[src/rtl/lc3b_mem_pkg.sv]
// Shared types, encodings and bounds for the LC-3b memory controller.
// Holds the state enum, the access encodings, the request payload and the byte-lane helpers.
package lc3b_mem_pkg;

    localparam int unsigned LATENCY_MIN = 3;
    localparam int unsigned LATENCY_MAX = 16;
    localparam int unsigned ADDR_W      = 16;
    localparam int unsigned DATA_W      = 16;
    localparam int unsigned SRAM_AW     = 15;
    localparam int unsigned WE_W        = 2;
    localparam int unsigned CNT_W       = 4;

    typedef enum logic [1:0] {
        IDLE   = 2'd0,
        WAIT   = 2'd1,
        ACCESS = 2'd2,
        READY  = 2'd3
    } mem_state_e;

    typedef enum logic {
        DATA_WORD = 1'b0,
        DATA_BYTE = 1'b1
    } data_size_e;

    typedef enum logic {
        READ  = 1'b0,
        WRITE = 1'b1
    } rw_e;

    typedef struct packed {
        rw_e                 rw;
        data_size_e          size;
        logic [ADDR_W-1:0]   mar;
        logic [DATA_W-1:0]   mdr;
    } mem_req_t;

    // Byte-lane enables: bit 1 = high byte (odd address), bit 0 = low byte.
    function automatic logic [WE_W-1:0] byte_we(input mem_req_t req);
        logic [WE_W-1:0] we;
        we = '0;
        if (req.rw == WRITE) begin
            if (req.size == DATA_WORD) begin
                we = 2'b11;
            end else begin
                we = req.mar[0] ? 2'b10 : 2'b01;
            end
        end
        return we;
    endfunction

    // Byte writes replicate the low MDR byte onto both lanes; the enables pick the lane.
    function automatic logic [DATA_W-1:0] write_data(input mem_req_t req);
        logic [DATA_W-1:0] wd;
        if (req.size == DATA_BYTE) begin
            wd = {req.mdr[7:0], req.mdr[7:0]};
        end else begin
            wd = req.mdr;
        end
        return wd;
    endfunction

endpackage

[src/rtl/mem_wait_counter.sv]
// WAIT-state countdown: loadable down-counter with a terminal flag.
// zero_c marks the cycle whose decrement brings the count to zero.
module mem_wait_counter
    import lc3b_mem_pkg::*;
(
    input  logic             clk,
    input  logic             rst,
    input  logic             load,
    input  logic [CNT_W-1:0] load_val,
    input  logic             dec,
    output logic             zero_c
);

    logic [CNT_W-1:0] count;

    always_ff @(posedge clk or posedge rst) begin
        if (rst) begin
            count <= '0;
        end else if (load) begin
            count <= load_val;
        end else if (dec && (count != '0)) begin
            count <= count - CNT_W'(1);
        end
    end

    assign zero_c = (count <= CNT_W'(1));

endmodule

[src/rtl/mem_ctrl.sv]
// LC-3b memory controller: captures a control-store request, waits out the configured
// latency, performs one synchronous SRAM access and strobes R when the access completes.
module mem_ctrl
    import lc3b_mem_pkg::*;
#(
    parameter int unsigned LATENCY = 5
) (
    input  logic               clk,
    input  logic               rst,
    input  logic               MIO_EN,
    input  logic               R_W,
    input  logic               DATA_SIZE,
    input  logic [ADDR_W-1:0]  MAR,
    input  logic [DATA_W-1:0]  MDR,
    output logic               R,
    output logic [DATA_W-1:0]  databus_out,
    output logic               sram_en,
    output logic [WE_W-1:0]    sram_we,
    output logic [SRAM_AW-1:0] sram_addr,
    output logic [DATA_W-1:0]  sram_wdata,
    input  logic [DATA_W-1:0]  sram_rdata
);

    localparam logic [CNT_W-1:0] WAIT_LOAD = CNT_W'(LATENCY - LATENCY_MIN);

    mem_state_e        state;
    mem_state_e        state_next;
    mem_req_t          req_q;
    mem_req_t          req_d;

    logic              cnt_load;
    logic              cnt_dec;
    logic              cnt_zero_c;

    logic              r_d;
    logic              sram_en_d;
    logic [WE_W-1:0]   sram_we_d;
    logic [DATA_W-1:0] sram_wdata_d;
    logic              rd_ready_q;
    logic              rd_ready_d;
    logic [DATA_W-1:0] rd_hold_q;

    mem_wait_counter u_wait_counter (
        .clk      (clk),
        .rst      (rst),
        .load     (cnt_load),
        .load_val (WAIT_LOAD),
        .dec      (cnt_dec),
        .zero_c   (cnt_zero_c)
    );

    // State register and request latch.
    always_ff @(posedge clk or posedge rst) begin
        if (rst) begin
            state <= IDLE;
            req_q <= '0;
        end else begin
            state <= state_next;
            req_q <= req_d;
        end
    end

    // Next state, counter control and request capture.
    always_comb begin
        state_next = state;
        cnt_load   = 1'b0;
        cnt_dec    = 1'b0;
        req_d      = req_q;
        unique case (state)
            IDLE: begin
                if (MIO_EN) begin
                    req_d      = '{rw:   rw_e'(R_W),
                                   size: data_size_e'(DATA_SIZE),
                                   mar:  MAR,
                                   mdr:  MDR};
                    cnt_load   = 1'b1;
                    state_next = (LATENCY == LATENCY_MIN) ? ACCESS : WAIT;
                end
            end
            WAIT: begin
                cnt_dec = 1'b1;
                if (cnt_zero_c) begin
                    state_next = ACCESS;
                end
            end
            ACCESS:  state_next = READY;
            READY:   state_next = IDLE;
            default: state_next = IDLE;
        endcase
    end

    // Next values of the registered outputs, decoded from the upcoming state.
    always_comb begin
        r_d          = 1'b0;
        sram_en_d    = 1'b0;
        sram_we_d    = '0;
        sram_wdata_d = sram_wdata;
        rd_ready_d   = 1'b0;
        unique case (state_next)
            ACCESS: begin
                sram_en_d    = 1'b1;
                sram_we_d    = byte_we(req_d);
                sram_wdata_d = write_data(req_d);
            end
            READY: begin
                r_d        = 1'b1;
                rd_ready_d = (req_d.rw == READ);
            end
            default: ;
        endcase
    end

    // Output registers; the read word is captured as READY ends.
    always_ff @(posedge clk or posedge rst) begin
        if (rst) begin
            R          <= 1'b0;
            sram_en    <= 1'b0;
            sram_we    <= '0;
            sram_wdata <= '0;
            rd_ready_q <= 1'b0;
            rd_hold_q  <= '0;
        end else begin
            R          <= r_d;
            sram_en    <= sram_en_d;
            sram_we    <= sram_we_d;
            sram_wdata <= sram_wdata_d;
            rd_ready_q <= rd_ready_d;
            if (rd_ready_q) begin
                rd_hold_q <= sram_rdata;
            end
        end
    end

    // SRAM read data flows straight through during a read's READY cycle.
    assign databus_out = rd_ready_q ? sram_rdata : rd_hold_q;
    assign sram_addr   = req_q.mar[ADDR_W-1:1];

endmodule

[config.mk]
export PLATFORM = sky130hd
export DESIGN_NAME = mem_ctrl
export DESIGN_NICKNAME = d
export VERILOG_FILES = /design/src/rtl/lc3b_mem_pkg.sv /design/src/rtl/mem_wait_counter.sv /design/src/rtl/mem_ctrl.sv
export SDC_FILE = /design/constraint.sdc
export NUM_CORES = 1
export LEC_CHECK = 0
export CAP_MARGIN = 10
export CORE_ASPECT_RATIO = 0.6
export CORE_MARGIN = 8
export CORE_UTILIZATION = 50
export DETAILED_ROUTE_END_ITERATION = 6
export GPL_TIMING_DRIVEN = 1
export PLACE_DENSITY = 0.9
export SLEW_MARGIN = 20
export SYNTH_ARGS = -nofsm -noshare
export SYNTH_HDL_FRONTEND = slang
export SYNTH_SLANG_ARGS = --single-unit
[constraint.sdc]
create_clock -name clk -period 3.7 [get_ports clk]
set_clock_uncertainty 0.2 [all_clocks]
set_input_delay 0.555 -clock clk [delete_from_list [all_inputs] [get_ports clk]]
set_output_delay 0.555 -clock clk [all_outputs]
set_load 0.02 [all_outputs]
Word-level counts from Yosys, hierarchy flattened --
Index checks and enable logic that the tools add are counted.
Word-level totals: output and inout port bits 51, flip-flop bits (word level) 77
Operators by class: add/subtract/negate cells 1, multiplexer cells 19, reduce and logical (&&, ||, !) cells 5, eq/ne operators 5, bitwise gates (word level) 1, magnitude comparators 1
Operators by type and width (count):
- 34-bit 2-to-1 mux | 2
- 16-bit 2-to-1 mux | 2
- 2-bit 2-to-1 mux | 6
- 2-bit equality test, second input constant | 4
- 4-bit 2-to-1 mux | 2
- 2-bit one-hot mux with 4 select lines | 1
- 1-bit 2-to-1 mux | 6
- 4-bit by 1-bit <= comparator with 1-bit output, second input constant | 1
- 4-bit nonzero test | 1
- 4-bit by 1-bit subtractor with 4-bit output, second input constant | 1
- 2-bit by 1-bit equality test with 1-bit output, second input constant | 1
- 2-bit zero test | 1
- 2-bit AND reduction | 1
- 2-bit nonzero test | 1
- 1-bit logical AND | 1
- 1-bit NOT | 1

Depth between registers and ports, before layout --
Gate-level depths: netlist of the first run.
depth in word-level cells 6, depth in mapped cells 7, depth with buffers taken out 6

By module --
From an unflattened synthesis of the first run, not the netlist that was laid out.
Second synthesis, totals: cell total of the unflattened synthesis 238, area, all modules 3245.6 µm²
Modules (own cells, without submodules):
- mem_ctrl | cells each 205, sequential area each 1826.8 µm², times used 1, area an instance 2956.6 µm²
- mem_wait_counter | cells each 33, sequential area each 100.1 µm², times used 1, area an instance 289.0 µm²

Worst setup path before layout of the first run --
Ideal clock, no wire load.
kind register -> output, start register rd_ready_q, end output port databus_out[10], buffers on the path 2, cell stages (with the launch flop) 4, data arrival time 1.342 ns, path slack 1.603 ns, path through dfrtp_1 > clkbuf_1 > clkbuf_1 > mux2_2
Between the ends: word-level cells in the longest chain between the ends 1
Ends and longest elaborated chain:
- start, declared | RTL line mem_ctrl.sv:39 | logic rd_ready_q;
- start signal, assigned | RTL line mem_ctrl.sv:127 | rd_ready_q <= rd_ready_d;
- 16-bit 2-to-1 mux | RTL line mem_ctrl.sv:135 | assign databus_out = rd_ready_q ? sram_rdata : rd_hold_q;
- end, declared | RTL line mem_ctrl.sv:16 | output logic [DATA_W-1:0] databus_out,
No other way between the ends.

Worst setup path after layout of the first run --
start register rd_ready_q, end output port databus_out[5]
Same word-level chain as after synthesis.

==> results of run 1 <==
cells by family after synthesis:
family,after synthesis,synth area share
mux,68,0.2263
fa+ha+maj,3,0.01108
simple gates,88,0.1115
compound gates,9,0.01551
buf+inv,34,0.06719
flops,77,0.5685
critical path, delay by kind of cell (launching register included):
kind	cells	cell delay [ns]
flops	1	0.74
mux	1	0.42
buf+inv	1	0.56
metal layers:
layer / wire length (um) / part of all wire
met1: 3574 / 0.46
met3: 659 / 0.086
met5: 0 / 0
met4: 10 / 0.0013
met2: 3455 / 0.45
layout make-up:
| class | instances | area [um2] | area share |
|---|---|---|---|
| inverter | 6 | 35.03 | 0.007525 |
| tap | 87 | 108.9 | 0.02338 |
| timing repair buffer | 106 | 1066 | 0.2290 |
| clock inverter | 5 | 36.28 | 0.007794 |
| clock buffer | 11 | 242.7 | 0.05214 |
| sequential | 77 | 1927 | 0.4139 |
| multi-input combinational | 168 | 1240 | 0.2663 |
synthesized netlist by cell type:
library cell,n,area share
dfrtp_1,77,0.57
nand2_1,72,0.080
mux2_2,31,0.10
mux2i_1,26,0.077
buf_4,16,0.035
mux2_4,9,0.040
clkbuf_1,7,0.0078
inv_1,5,0.0055
o21ai_0,4,0.0059
buf_2,3,0.0044
ha_1,3,0.011
nor2_1,3,0.0033
nor3b_1,3,0.0066
a21oi_1,2,0.0030
mux2_1,2,0.0066
nor3_1,2,0.0030
or3_2,2,0.0044
a211oi_1,1,0.0022
a311oi_1,1,0.0026
buf_12,1,0.0059
buf_6,1,0.0033
clkinv_8,1,0.0048
nand2b_2,1,0.0026
nand3_1,1,0.0015
o22ai_1,1,0.0018
or3_1,1,0.0018
or3b_2,1,0.0026
or4_2,1,0.0026
or4_4,1,0.0033
power groups by stage:
stage,logic [W],registers (W),clock network [W]
final,0.00194,0.00148,0.000804
after global routing,0.00210,0.00154,0.000859
after CTS,0.00198,0.00148,0.000824
after detailed placement,0.00197,0.00150,0
after global placement,0.00190,0.00147,0
after floorplan,0.00122,0.00153,0
final timing paths:
path,from,end,slack (ns),cells past startpoint
max,rd_ready_q,databus_out[5],0.90,2
min,req_q[33],rd_ready_q,0.23,1
max reg2reg,u_wait_counter.count[0],sram_wdata[15],1.58,6
min reg2reg,req_q[33],rd_ready_q,0.23,1
max in group asynchronous,rst,sram_wdata[10],2.07,3
min in group asynchronous,rst,rd_hold_q[8],0.54,2
cells in the final DEF, fill, tap and decap left out, drive strengths merged, types with 2 or more instances in the layout:
| cell type | instances |
|---|---|
| a21oi | 2 |
| buf | 3 |
| clkbuf | 11 |
| clkdlybuf4s50 | 103 |
| clkinv | 3 |
| clkinvlp | 3 |
| dfrtp | 77 |
| ha | 3 |
| inv | 5 |
| mux2 | 42 |
| mux2i | 26 |
| nand2 | 72 |
| nor2 | 3 |
| nor3 | 2 |
| nor3b | 3 |
| o21ai | 4 |
| or3 | 3 |
| or4 | 2 |
registers in the layout, summed over array words and instances (netlist names):
signal and count:
req_q 19, rd_hold_q 16, sram_wdata 16, sram_addr 15, u_wait_counter.count 4, sram_we 2, state 2, R 1
rd_ready_q 1, sram_en 1
metrics by stage:
| stage | std cells | hold slack (ns) |
|---|---|---|
| floorplan | 279 | 0.2013 |
| global placement | 444 | 0.2154 |
| detailed placement | 444 | 0.2262 |
| CTS | 460 | 0.2329 |
| global route | 460 | 0.2465 |
| finish | 460 | 0.2332 |
==> results.ini, run 1 <==
[floorplan]
dieArea_mm2 = 0.009756
die_h_um = 79.78
dieWidth_um = 122.3
io_pins = 104
core_mm2 = 0.006619
start_util = 0.5121
row_count = 23

[global_routing]
overflow = 0
grt_usage = 0.1651
use_met3 = 0.06638
met1_usage = 0.2105
grt_antenna_before_repair = 0
grt-busiest-layer = met2
grt_start_max_net_pins = 43
grt_pass1_vias = 2515
grt_first_pass_wirelength_um = 12730
use_met2 = 0.2586

[power]
finalPower_w = 0.004230
ir_drop_uv = 412.5
p_per_area_mw_per_mm2 = 908.5
switching_power_w = 0.001514
p_seq_frac = 0.350
p_clk_frac = 0.190
internal-power_w = 0.002716
combPwrFrac = 0.460
leakage_nw = 2.107
power_switching_share = 0.3580

[detailed_routing]
drtIter0Drc = 115
drt_pass1_iterations = 4
wl_um = 7699
drc = 0
vias = 2313
via_per_inst = 5.028
wire_per_inst_um = 16.74
detail-route-antenna-nets = 0

[place]
hpwlAfterDp_um = 5630
portBuffers = 103
dpl_cell_area_mm2 = 0.004377
gp_congestion = 0.7164
pre_cts_ws_ns = 1.103

[layout]
layout-drive-gt1-share = 0.1796
fin_area_mm2 = 0.004656
area_growth_syn_to_layout_pct = 37.36
antennaDiodeCount = 0
final_nets = 424
fillCellCount = 465
utilization = 0.7034

[run_status]
status = finished clean

[job]
cap_violations = 0

[critical_path]
cp.arrival_ns = 2.04
worst-setup-path-type = flip-flop to primary output
cp_slowest_cell = dfrtp_1
crit_path_max_fanout = 16
crit_path_end_kind = primary output
start_kind = flip-flop
path_cells = mux2_2 > clkdlybuf4s50_1
required_ns = 2.94
crit_path_max_incr_delay_ns = 0.74

[synthesis]
syn_area_per_cell_um2 = 12.15
syn_nets = 335
synth_warnings = 0
synth_cells = 279
ys_ff_latch = 77
yosysSeqAreaShare = 0.5685
synth_area_mm2 = 0.003390
synth_cell_type_count = 29

[sta]
fin_crit_sh = 0.7558
drv_slew = 0
setup_tns_ns = 0
maxSlewHeadroom = 0.4078
setup_viol = 0
layout_setup_ws_ns = 0.9034
worst_pin_slew_ns = 0.8870
rsz0062_at_grt = no
hold_viol = 0
min_period_ns = 2.797
fmax_mhz = 357.6

[clock_tree]
post_cts_resized = 0
ctsHoldBuffers = 0
numCtsBuffers = 9
clock_sinks = 77
clk_latency_ns = 0.32
ctsHtreeMaxLevel = 3
tritoncts = built
cts.clk_slew.worst_paths_ns = 0.06
postCtsSetupBuffers = 0
cts_root_buf = clkbuf_16
cts_max_path_buffers = 2

[hold_path]
hold_path.class = flip-flop to flip-flop

Note: power is estimated with default switching activity, not from simulation.
==> inputs of run 2 (changes only) <==
--- a/config.mk
+++ b/config.mk
@@ -8,10 +8,10 @@
 export CAP_MARGIN = 10
 export CORE_ASPECT_RATIO = 0.6
 export CORE_MARGIN = 8
-export CORE_UTILIZATION = 50
+export CORE_UTILIZATION = 47
 export DETAILED_ROUTE_END_ITERATION = 6
 export GPL_TIMING_DRIVEN = 1
-export PLACE_DENSITY = 0.9
+export PLACE_DENSITY = 0.85
 export SLEW_MARGIN = 20
 export SYNTH_ARGS = -nofsm -noshare
 export SYNTH_HDL_FRONTEND = slang
==> constraint.sdc (replaced) <==
create_clock -name clk -period 2.6 [get_ports clk]
set_clock_uncertainty 0.2 [all_clocks]
set_input_delay 0.39 -clock clk [delete_from_list [all_inputs] [get_ports clk]]
set_output_delay 0.39 -clock clk [all_outputs]
set_load 0.02 [all_outputs]
==> results.ini, run 2 (synthesized netlist as in run 1, its figures left out) <==
[clock_tree]
clk_latency_ns = 0.33  ; was 0.32 ns
ctsHoldBuffers = 0  ; unchanged
ctsHtreeMaxLevel = 3  ; unchanged
cts.clk_slew.worst_paths_ns = 0.06  ; about the same
tritoncts = built  ; unchanged
clock_sinks = 77  ; unchanged
cts_root_buf = clkbuf_16  ; unchanged
postCtsSetupBuffers = 0  ; unchanged
numCtsBuffers = 9  ; unchanged
post_cts_resized = 0  ; unchanged
cts_max_path_buffers = 2  ; unchanged

[layout]
final_common_cell = clkdlybuf4s50_1  ; unchanged
layout-drive-gt1-share = 0.1867  ; was 0.1796
regMostFlops = req_q  ; unchanged
fin_area_mm2 = 0.004756  ; was 0.004656 mm2
largest_register_ffs = 19  ; unchanged
top_regs = req_q x19, rd_hold_q x16, sram_wdata x16  ; unchanged
layout.cells.non_filler = 466  ; was 460
most-common-layout-cells = 103 x clkdlybuf4s50_1, 77 x dfrtp_1, 72 x nand2_1  ; unchanged
final_nets = 426  ; was 424
antennaDiodeCount = 0  ; unchanged
fillCellCount = 545  ; was 465
area_growth_syn_to_layout_pct = 40.31  ; was 37.36%

[sta]
setup_viol = 0  ; unchanged
hold_viol = 0  ; unchanged
maxSlewHeadroom = 0.5796  ; was 0.4078
setup_tns_ns = 0  ; unchanged
fmax_mhz = 412.5
rsz0062_at_grt = no  ; unchanged
min_period_ns = 2.424
worst_pin_slew_ns = 0.6286  ; was 0.8870 ns
fin_crit_sh = 0.9324
drv_slew = 0  ; unchanged

[detailed_routing]
wire_per_inst_um = 16.67  ; was 16.74 um
vias = 2286  ; was 2313
drtIter0Drc = 102  ; was 115
detail-route-antenna-nets = 0  ; unchanged
drt_pass1_iterations = 4  ; unchanged
drc = 0  ; unchanged
wl_um = 7767  ; was 7699 um
via_per_inst = 4.906  ; was 5.028

[critical_path]
critical_path_buf_inv_count = 2  ; was 1
reg2reg_to = sram_wdata[5]  ; was sram_wdata[15]
reg2reg_depth = 6  ; unchanged
worst-setup-path-type = flip-flop to primary output  ; unchanged
start_kind = flip-flop  ; unchanged
path_depth = 3  ; was 2
crit_path_max_fanout = 16  ; unchanged
crit_family = buffers and inverters  ; was flip-flops
crit_path_end_kind = primary output  ; unchanged
cp_slowest_cell = clkdlybuf4s50_1  ; was dfrtp_1
path_cells = buf_4 > mux2_2 > clkdlybuf4s50_1  ; was mux2_2 > clkdlybuf4s50_1
critPathCapture = databus_out[1]  ; was databus_out[5]
cp.arrival_ns = 1.83  ; was 2.04 ns
required_ns = 2.01  ; was 2.94 ns
reg2reg_from = u_wait_counter.count[0]  ; unchanged
crit_path_start = rd_ready_q  ; unchanged
crit_path_max_incr_delay_ns = 0.57  ; was 0.74 ns
ff2ff_setup_slack_ns = 0.53  ; was 1.58 ns

[global_routing]
grt_usage = 0.1601  ; was 0.1651
grt_first_pass_wirelength_um = 12940  ; was 12730 um
grt_start_max_net_pins = 46  ; was 43
grt_antenna_before_repair = 0  ; unchanged
grt_pass1_vias = 2561  ; was 2515
overflow = 0  ; unchanged

[place]
dpl.cell_count = 450  ; was 444
portBuffers = 103  ; unchanged
hpwlAfterDp_um = 5586  ; was 5630 um
dpl_cell_area_mm2 = 0.004410  ; was 0.004377 mm2
gp_congestion = 0.7561  ; was 0.7164

[floorplan]
core_mm2 = 0.007117  ; was 0.006619 mm2
start_util = 0.4763  ; was 0.5121
die_h_um = 81.78  ; was 79.78 um
dieArea_mm2 = 0.01027  ; was 0.009756 mm2
dieWidth_um = 125.6  ; was 122.3 um
io_pins = 104  ; unchanged
row_count = 24  ; was 23

[power]
leakage_nw = 2.165  ; was 2.107 nW
ir_drop_uv = 893.4  ; was 412.5 uV
p_per_area_mw_per_mm2 = 1321  ; was 908.5 mW/mm2

[job]
cap_violations = 0  ; unchanged

[run_status]
status = finished clean  ; unchanged

[hold_path]
hold_path.class = primary input to asynchronous set/reset pin  ; was flip-flop to flip-flop

run 2: stage by stage:
step	total power (W)	hold WS, ns	util	worst slack [ns]
final	0.006280	0.1205	0.6682	0.1757
after global routing	0.006663	0.1458	0.6682	0.09043
after CTS	0.006361	0.1288	0.6682	0.1590
after detailed placement	0.004916	0.2371	0.6197	0.2032
after global placement	0.004820	0.2420	0.6197	0.2350
after floorplan	0.003918	0.2013	-	0.04332
run 2: layer usage:
metal / track usage / vias up / share of wire
li1: - / 1094 / -
met1: 0.1878 / 1124 / 0.44
met2: 0.2584 / 61 / 0.47
met3: 0.08425 / 7 / 0.089
met4: 0.03981 / 0 / 0.0057
met5: 0 / - / 0
run 2: how the worst min path moves through the flow:
stage / from / to / slack [ns]
finish: rst / rd_hold_q[4] / 0.12
global route: rst / rd_hold_q[4] / 0.15
CTS: rst / rd_hold_q[4] / 0.13
detailed placement: req_q[33] / rd_ready_q / 0.24
global placement: req_q[33] / rd_ready_q / 0.24
floorplan: req_q[33] / rd_ready_q / 0.20
run 2: area by class of cell:
class / count / area, um2 / share of cell area
Multi-Input combinational cell: 168 / 1240 / 0.2607
Tap cell: 91 / 113.9 / 0.02394
Clock buffer: 13 / 280.3 / 0.05893
Inverter: 6 / 36.28 / 0.007630
Clock inverter: 3 / 65.06 / 0.01368
Timing Repair Buffer: 108 / 1094 / 0.2299
Sequential cell: 77 / 1927 / 0.4052
run 2: report_power, final:
group	internal (W)	total (W)	switching, W
clock network	0.000943	0.00141	0.000465
registers	0.00177	0.00210	0.000327
logic	0.00144	0.00278	0.00134
total	0.00415	0.00628	0.00213
